$ cat config.mk
export PLATFORM = sky130hd
export DESIGN_NAME = key_sequencer_flat
export DESIGN_NICKNAME = d
export VERILOG_FILES = /design/src/rtl/key_sequencer_if.sv /design/src/rtl/key_sequencer.sv /design/src/flat_wrapper.sv
export SDC_FILE = /design/constraint.sdc
export NUM_CORES = 1
export LEC_CHECK = 0
export BUFFER_PORTS_ARGS = -buffer_cell sky130_fd_sc_hd__buf_2
export CELL_PAD_IN_SITES_DETAIL_PLACEMENT = 0
export CELL_PAD_IN_SITES_GLOBAL_PLACEMENT = 1
export CORE_MARGIN = 1
export CORE_UTILIZATION = 31
export CTS_BUF_LIST = sky130_fd_sc_hd__clkbuf_16
export CTS_CLUSTER_DIAMETER = 50
export CTS_CLUSTER_SIZE = 16
export DETAILED_ROUTE_END_ITERATION = 7
export MAX_ROUTING_LAYER = met4
export PLACE_DENSITY_LB_ADDON = 0.05
export SETUP_SLACK_MARGIN = 0.4
export SYNTH_ARGS = -nofsm -noshare
export SYNTH_HDL_FRONTEND = slang
export SYNTH_SLANG_ARGS = --single-unit
$ cat constraint.sdc
create_clock -name clk -period 2.8 [get_ports clk]
set_input_delay 0.56 -clock clk [delete_from_list [all_inputs] [get_ports clk]]
set_output_delay 0.56 -clock clk [all_outputs]
set_load 0.01 [all_outputs]
$ cat src/rtl/key_sequencer_if.sv
// Valid/ready byte channels between keyboard, key_sequencer and the usb_uart uart_in pipe.
// master: the sequencer's view; slave: the surrounding keyboard/uart side.
interface key_sequencer_if;
   logic [7:0] in_data;
   logic       in_valid;
   logic       in_ready;
   logic [7:0] out_data;
   logic       out_valid;
   logic       out_ready;

   modport master (
      input  in_data, in_valid, out_ready,
      output in_ready, out_data, out_valid
   );

   modport slave (
      output in_data, in_valid, out_ready,
      input  in_ready, out_data, out_valid
   );
endinterface

$ cat src/rtl/key_sequencer.sv
// Expands keyboard special codes into VT52 ESC sequences; plain ASCII passes through unchanged.
// Optional macro KEY_SEQUENCER_CRLF_EN: a CR byte is expanded into CR followed by LF.
module key_sequencer #(
   parameter logic [7:0] ESC_CHAR = 8'h1B,
   parameter logic [7:0] KEY_BASE = 8'h80
) (
   input  logic            clk,
   input  logic            reset,
   key_sequencer_if.master bus,
   output logic            busy
);

   typedef enum logic {IDLE, SEQ} state_t;

   state_t     state_q, state_d;
   logic [7:0] out_data_q, out_data_d;
   logic       out_valid_q, out_valid_d;
   logic [7:0] pend_q, pend_d;

   logic       accept;
   logic       drain;
   logic [7:0] idx;
   logic       special;
   logic       known;

   // Up/Down/Right/Left map to 'A'..'D', PF1..PF4 map to 'P'..'S'.
   function automatic logic [7:0] final_char(input logic [2:0] k);
      case (k)
         3'd0:    final_char = 8'h41;
         3'd1:    final_char = 8'h42;
         3'd2:    final_char = 8'h43;
         3'd3:    final_char = 8'h44;
         3'd4:    final_char = 8'h50;
         3'd5:    final_char = 8'h51;
         3'd6:    final_char = 8'h52;
         default: final_char = 8'h53;
      endcase
   endfunction

   assign bus.in_ready  = reset && (state_q == IDLE) && (!out_valid_q || bus.out_ready);
   assign bus.out_data  = out_data_q;
   assign bus.out_valid = out_valid_q;
   assign busy          = (state_q == SEQ);

   assign accept  = bus.in_valid && bus.in_ready;
   assign drain   = out_valid_q && bus.out_ready;
   assign idx     = bus.in_data - KEY_BASE;
   assign special = (bus.in_data >= KEY_BASE);
   assign known   = (idx < 8'd8);

   always_comb begin
      state_d     = state_q;
      out_data_d  = out_data_q;
      out_valid_d = out_valid_q;
      pend_d      = pend_q;
      case (state_q)
         IDLE: begin
            if (accept) begin
               if (!special) begin
`ifdef KEY_SEQUENCER_CRLF_EN
                  if (bus.in_data == 8'h0D) begin
                     out_data_d  = 8'h0D;
                     out_valid_d = 1'b1;
                     pend_d      = 8'h0A;
                     state_d     = SEQ;
                  end else begin
                     out_data_d  = bus.in_data;
                     out_valid_d = 1'b1;
                  end
`else
                  out_data_d  = bus.in_data;
                  out_valid_d = 1'b1;
`endif
               end else if (known) begin
                  out_data_d  = ESC_CHAR;
                  out_valid_d = 1'b1;
                  pend_d      = final_char(idx[2:0]);
                  state_d     = SEQ;
               end else if (drain) begin
                  // Unknown special code: swallowed, only retire the byte just drained.
                  out_valid_d = 1'b0;
               end
            end else if (drain) begin
               out_valid_d = 1'b0;
            end
         end
         SEQ: begin
            if (bus.out_ready) begin
               out_data_d  = pend_q;
               out_valid_d = 1'b1;
               state_d     = IDLE;
            end
         end
         default: state_d = IDLE;
      endcase
   end

   always_ff @(posedge clk) begin
      if (!reset) begin
         state_q     <= IDLE;
         out_data_q  <= 8'h00;
         out_valid_q <= 1'b0;
         pend_q      <= 8'h00;
      end else begin
         state_q     <= state_d;
         out_data_q  <= out_data_d;
         out_valid_q <= out_valid_d;
         pend_q      <= pend_d;
      end
   end

endmodule

$ cat src/flat_wrapper.sv
// flat-port wrapper written by rule: the top's interface ports become plain ports
module key_sequencer_flat 
#(
   parameter logic [7:0] ESC_CHAR = 8'h1B,
   parameter logic [7:0] KEY_BASE = 8'h80
)
  (clk, reset, busy, bus_in_data, bus_in_valid, bus_out_ready, bus_in_ready, bus_out_data, bus_out_valid);
  key_sequencer_if bus_i ();
  input  logic clk;
  input  logic reset;
  output logic busy;
  input wire logic [$bits(bus_i.in_data)-1:0] bus_in_data;
  input wire logic [$bits(bus_i.in_valid)-1:0] bus_in_valid;
  input wire logic [$bits(bus_i.out_ready)-1:0] bus_out_ready;
  output wire logic [$bits(bus_i.in_ready)-1:0] bus_in_ready;
  output wire logic [$bits(bus_i.out_data)-1:0] bus_out_data;
  output wire logic [$bits(bus_i.out_valid)-1:0] bus_out_valid;
  assign bus_i.in_data = bus_in_data;
  assign bus_i.in_valid = bus_in_valid;
  assign bus_i.out_ready = bus_out_ready;
  assign bus_in_ready = bus_i.in_ready;
  assign bus_out_data = bus_i.out_data;
  assign bus_out_valid = bus_i.out_valid;
  key_sequencer #(.ESC_CHAR(ESC_CHAR), .KEY_BASE(KEY_BASE)) u_core (.clk(clk), .reset(reset), .bus(bus_i), .busy(busy));
endmodule
==> metrics <==
FF-to-FF Start u_core.busy$_SDFF_PN0_; multi-input logic area 384 um^2; Routed Antenna Nets 0; WL per Instance approximately 12 um; Vias/cell around 4.8; fmax between 0.5 and 0.6 GHz; FF+latch area 300 um^2; Unique masters post-synth 28; Die Height 50.7 um; Net Sw Power ~0.11 mW; CTS Sinks 15; post-synthesis compound-gate area fraction 12.9%; layout cell share with drive strength beyond 1 31.0%; H-Tree Depth 1; crit-path max FO 21; worst-case clock buffer depth 2; Post-Synth Simple-Gate Area 23.3%; Ant. Diodes 0; total track usage 13.4%; die width around 51 um; most frequent cells in the layout 22 x buf_2, 15 x dfxtp_1, 10 x nand2_1, 10 x mux2i_1, 5 x inv_1; hold-fix buffer count after cts 0; switch share 20.4%; Worst Setup Start Kind input pin; critical path class in -> out; Slew headroom between 60% and 70%; Initial Utilization 32.9%; Worst Skew 0.00183 ns; IO Pins 23; Detailed Place HPWL roughly 1.1 mm; sequential fraction of the synthesis area about two fifths; Sequential Power Share around two fifths; CTS resizes 0; CP endpoint kind primary output; vias in the first global route 545; DRT iter0 DRCs 14; CTS tree built; flop-to-flop setup slack 1.09 ns; aggregate global routing overflow 0; Combinational Power Share under 10%; pre-CTS setup slack 0.706 ns; DRC violations left 0; TNS Setup 0 ns; final hold vios 0; Setup violations, final 0; Final Max Tran Viols 0; clock share of power between 40 and 50%; drt pass-1 iters 4; CTS Buf Count 3; status completed; first-pass GRT wire length 2.46 mm; post-synthesis mux area share between 10 and 15%; Max Cap Viol 0; post-synthesis adder-cell area fraction 0%; worst path arrival time 1.38 ns; final instance area 923 um^2; Max VDD drop 0.000294 V; Layout Nets around 110; Hold Path Class reg -> reg; final worst slack about 0.86 ns; commonest non-fill, non-tap cell in the layout buf_2; post-CTS setup buffers 0; Mapped Cells between 70 and 80; Syn Area/Cell 9.31 um^2; I/O Buffers 22; root buffer cell clkbuf_16; Tmin final 1.94 ns; final wirelength 1.56 mm; synthesized net count 91; largest family of logic cells by synthesized area simple AND/OR/NAND/NOR gates; Area Overhead vs Synth 25.5%; worst skew pair latency 0.24 ns; Static Leak 0.450 nW; die area roughly 0.0026 mm^2; Synth Cell Area 736 um^2; flops & latches, synth 15; core area 0.00223 mm^2; critical path launch point reset; unrepaired setup endpoints after global routing false; Hold Path Depth 2; Synthesis Warnings 0; placed cell area between 800 and 900 um^2; antenna violations before repair 0; row count 17; Clk pin slew, worst setup/hold paths 0.05 ns; Placer Congestion 0.671; Slew @ Worst Pin ~0.47 ns; largest net degree at the start of global routing 22; XOR/XNOR share of the synthesized area approximately 2.4%; reg2reg path depth 3; Pwr Density 588 mW/mm^2; Filler Cell Count around 240; Worst EP required 2.24 ns; Vias 612; fin crit share 69.2%; hold_sp u_core.pend_q[6]$_SDFFE_PN0P_; Pint 0.433 mW
## worst max-delay path, cell delays in order
cell and delay [ns]:
buf_2 0.31, inv_1 0.17, nor3_1 0.18, buf_2 0.15
## cells by family after synthesis
kind of cell,Yosys count
flops,15
simple gates,29
mux,10
compound gates,14
buf+inv,9
xor+xnor,2
## power by group through the flow
stage	logic, mW	registers [mW]	clock network (mW)
2_1_floorplan	0.0285	0.230	0
3_3_place_gp	0.0522	0.227	0
3_5_place_dp	0.0517	0.227	0
4_1_cts	0.0519	0.223	0.278
5_1_grt	0.0558	0.223	0.290
6_report	0.0509	0.223	0.269
## per-stage QoR
| stage | hold WS, ns | cells | total power, mW | util (%) |
|---|---|---|---|---|
| 2_1_floorplan | 0.421 | 79 | 0.258 | - |
| 3_3_place_gp | 0.435 | 124 | 0.279 | 37.8 |
| 3_5_place_dp | 0.435 | 124 | 0.279 | 37.8 |
| 4_1_cts | 0.443 | 128 | 0.553 | 41.3 |
| 5_1_grt | 0.471 | 128 | 0.569 | 41.3 |
| 6_report | 0.442 | 128 | 0.543 | 41.3 |
## Yosys cell counts
library cell	number	area, um^2
o31ai_1	1	7.51
nor3b_1	2	15.0
nand3_1	2	10.0
o41ai_1	1	8.76
buf_2	2	10.0
mux2i_1	10	100
xor2_1	1	8.76
or3_2	1	7.51
o211ai_1	3	22.5
and3_1	1	6.26
nand2b_1	2	12.5
and2_1	3	18.8
or3_1	2	12.5
inv_1	4	15.0
a311o_2	1	11.3
nor3_1	1	5.00
xnor2_1	1	8.76
clkbuf_1	1	3.75
nand3b_1	1	7.51
and2b_1	1	7.51
buf_6	2	22.5
or4_4	2	22.5
and2b_2	1	8.76
o21ba_2	1	10.0
dfxtp_1	15	300
a21oi_1	4	20.0
nand2_1	10	37.5
o21ai_0	3	15.0
## final cells by class
cell class	count	share of cell area [%]
Sequential cell	15	32.5
Inverter	4	1.63
Multi-Input combinational cell	55	41.6
Tap cell	28	3.79
Clock buffer	3	8.13
Clock inverter	1	0.407
Timing Repair Buffer	22	11.9
## worst paths after layout
kind | endpoint
hold reg to reg | u_core.pend_q[6]$_SDFFE_PN0P_
hold / removal | u_core.pend_q[6]$_SDFFE_PN0P_
setup reg to reg | u_core.bus.out_data[7]$_SDFFE_PN0P_
setup / recovery | bus_in_ready
## registers in the layout (all words and copies together), names as in the netlist
signal,flops
u_core.bus.out_valid,1
u_core.bus.out_data,8
u_core.pend_q,5
u_core.busy,1
## metal layers
metal	share of wire [%]	routed length [um]	global-route usage, %
met1	50	777	16.9
met2	45	703	20.0
met3	4.2	65	2.12
met4	0.58	9	8.33
met5	0	0	-
No activity file was read; power rests on OpenSTA's default activity.
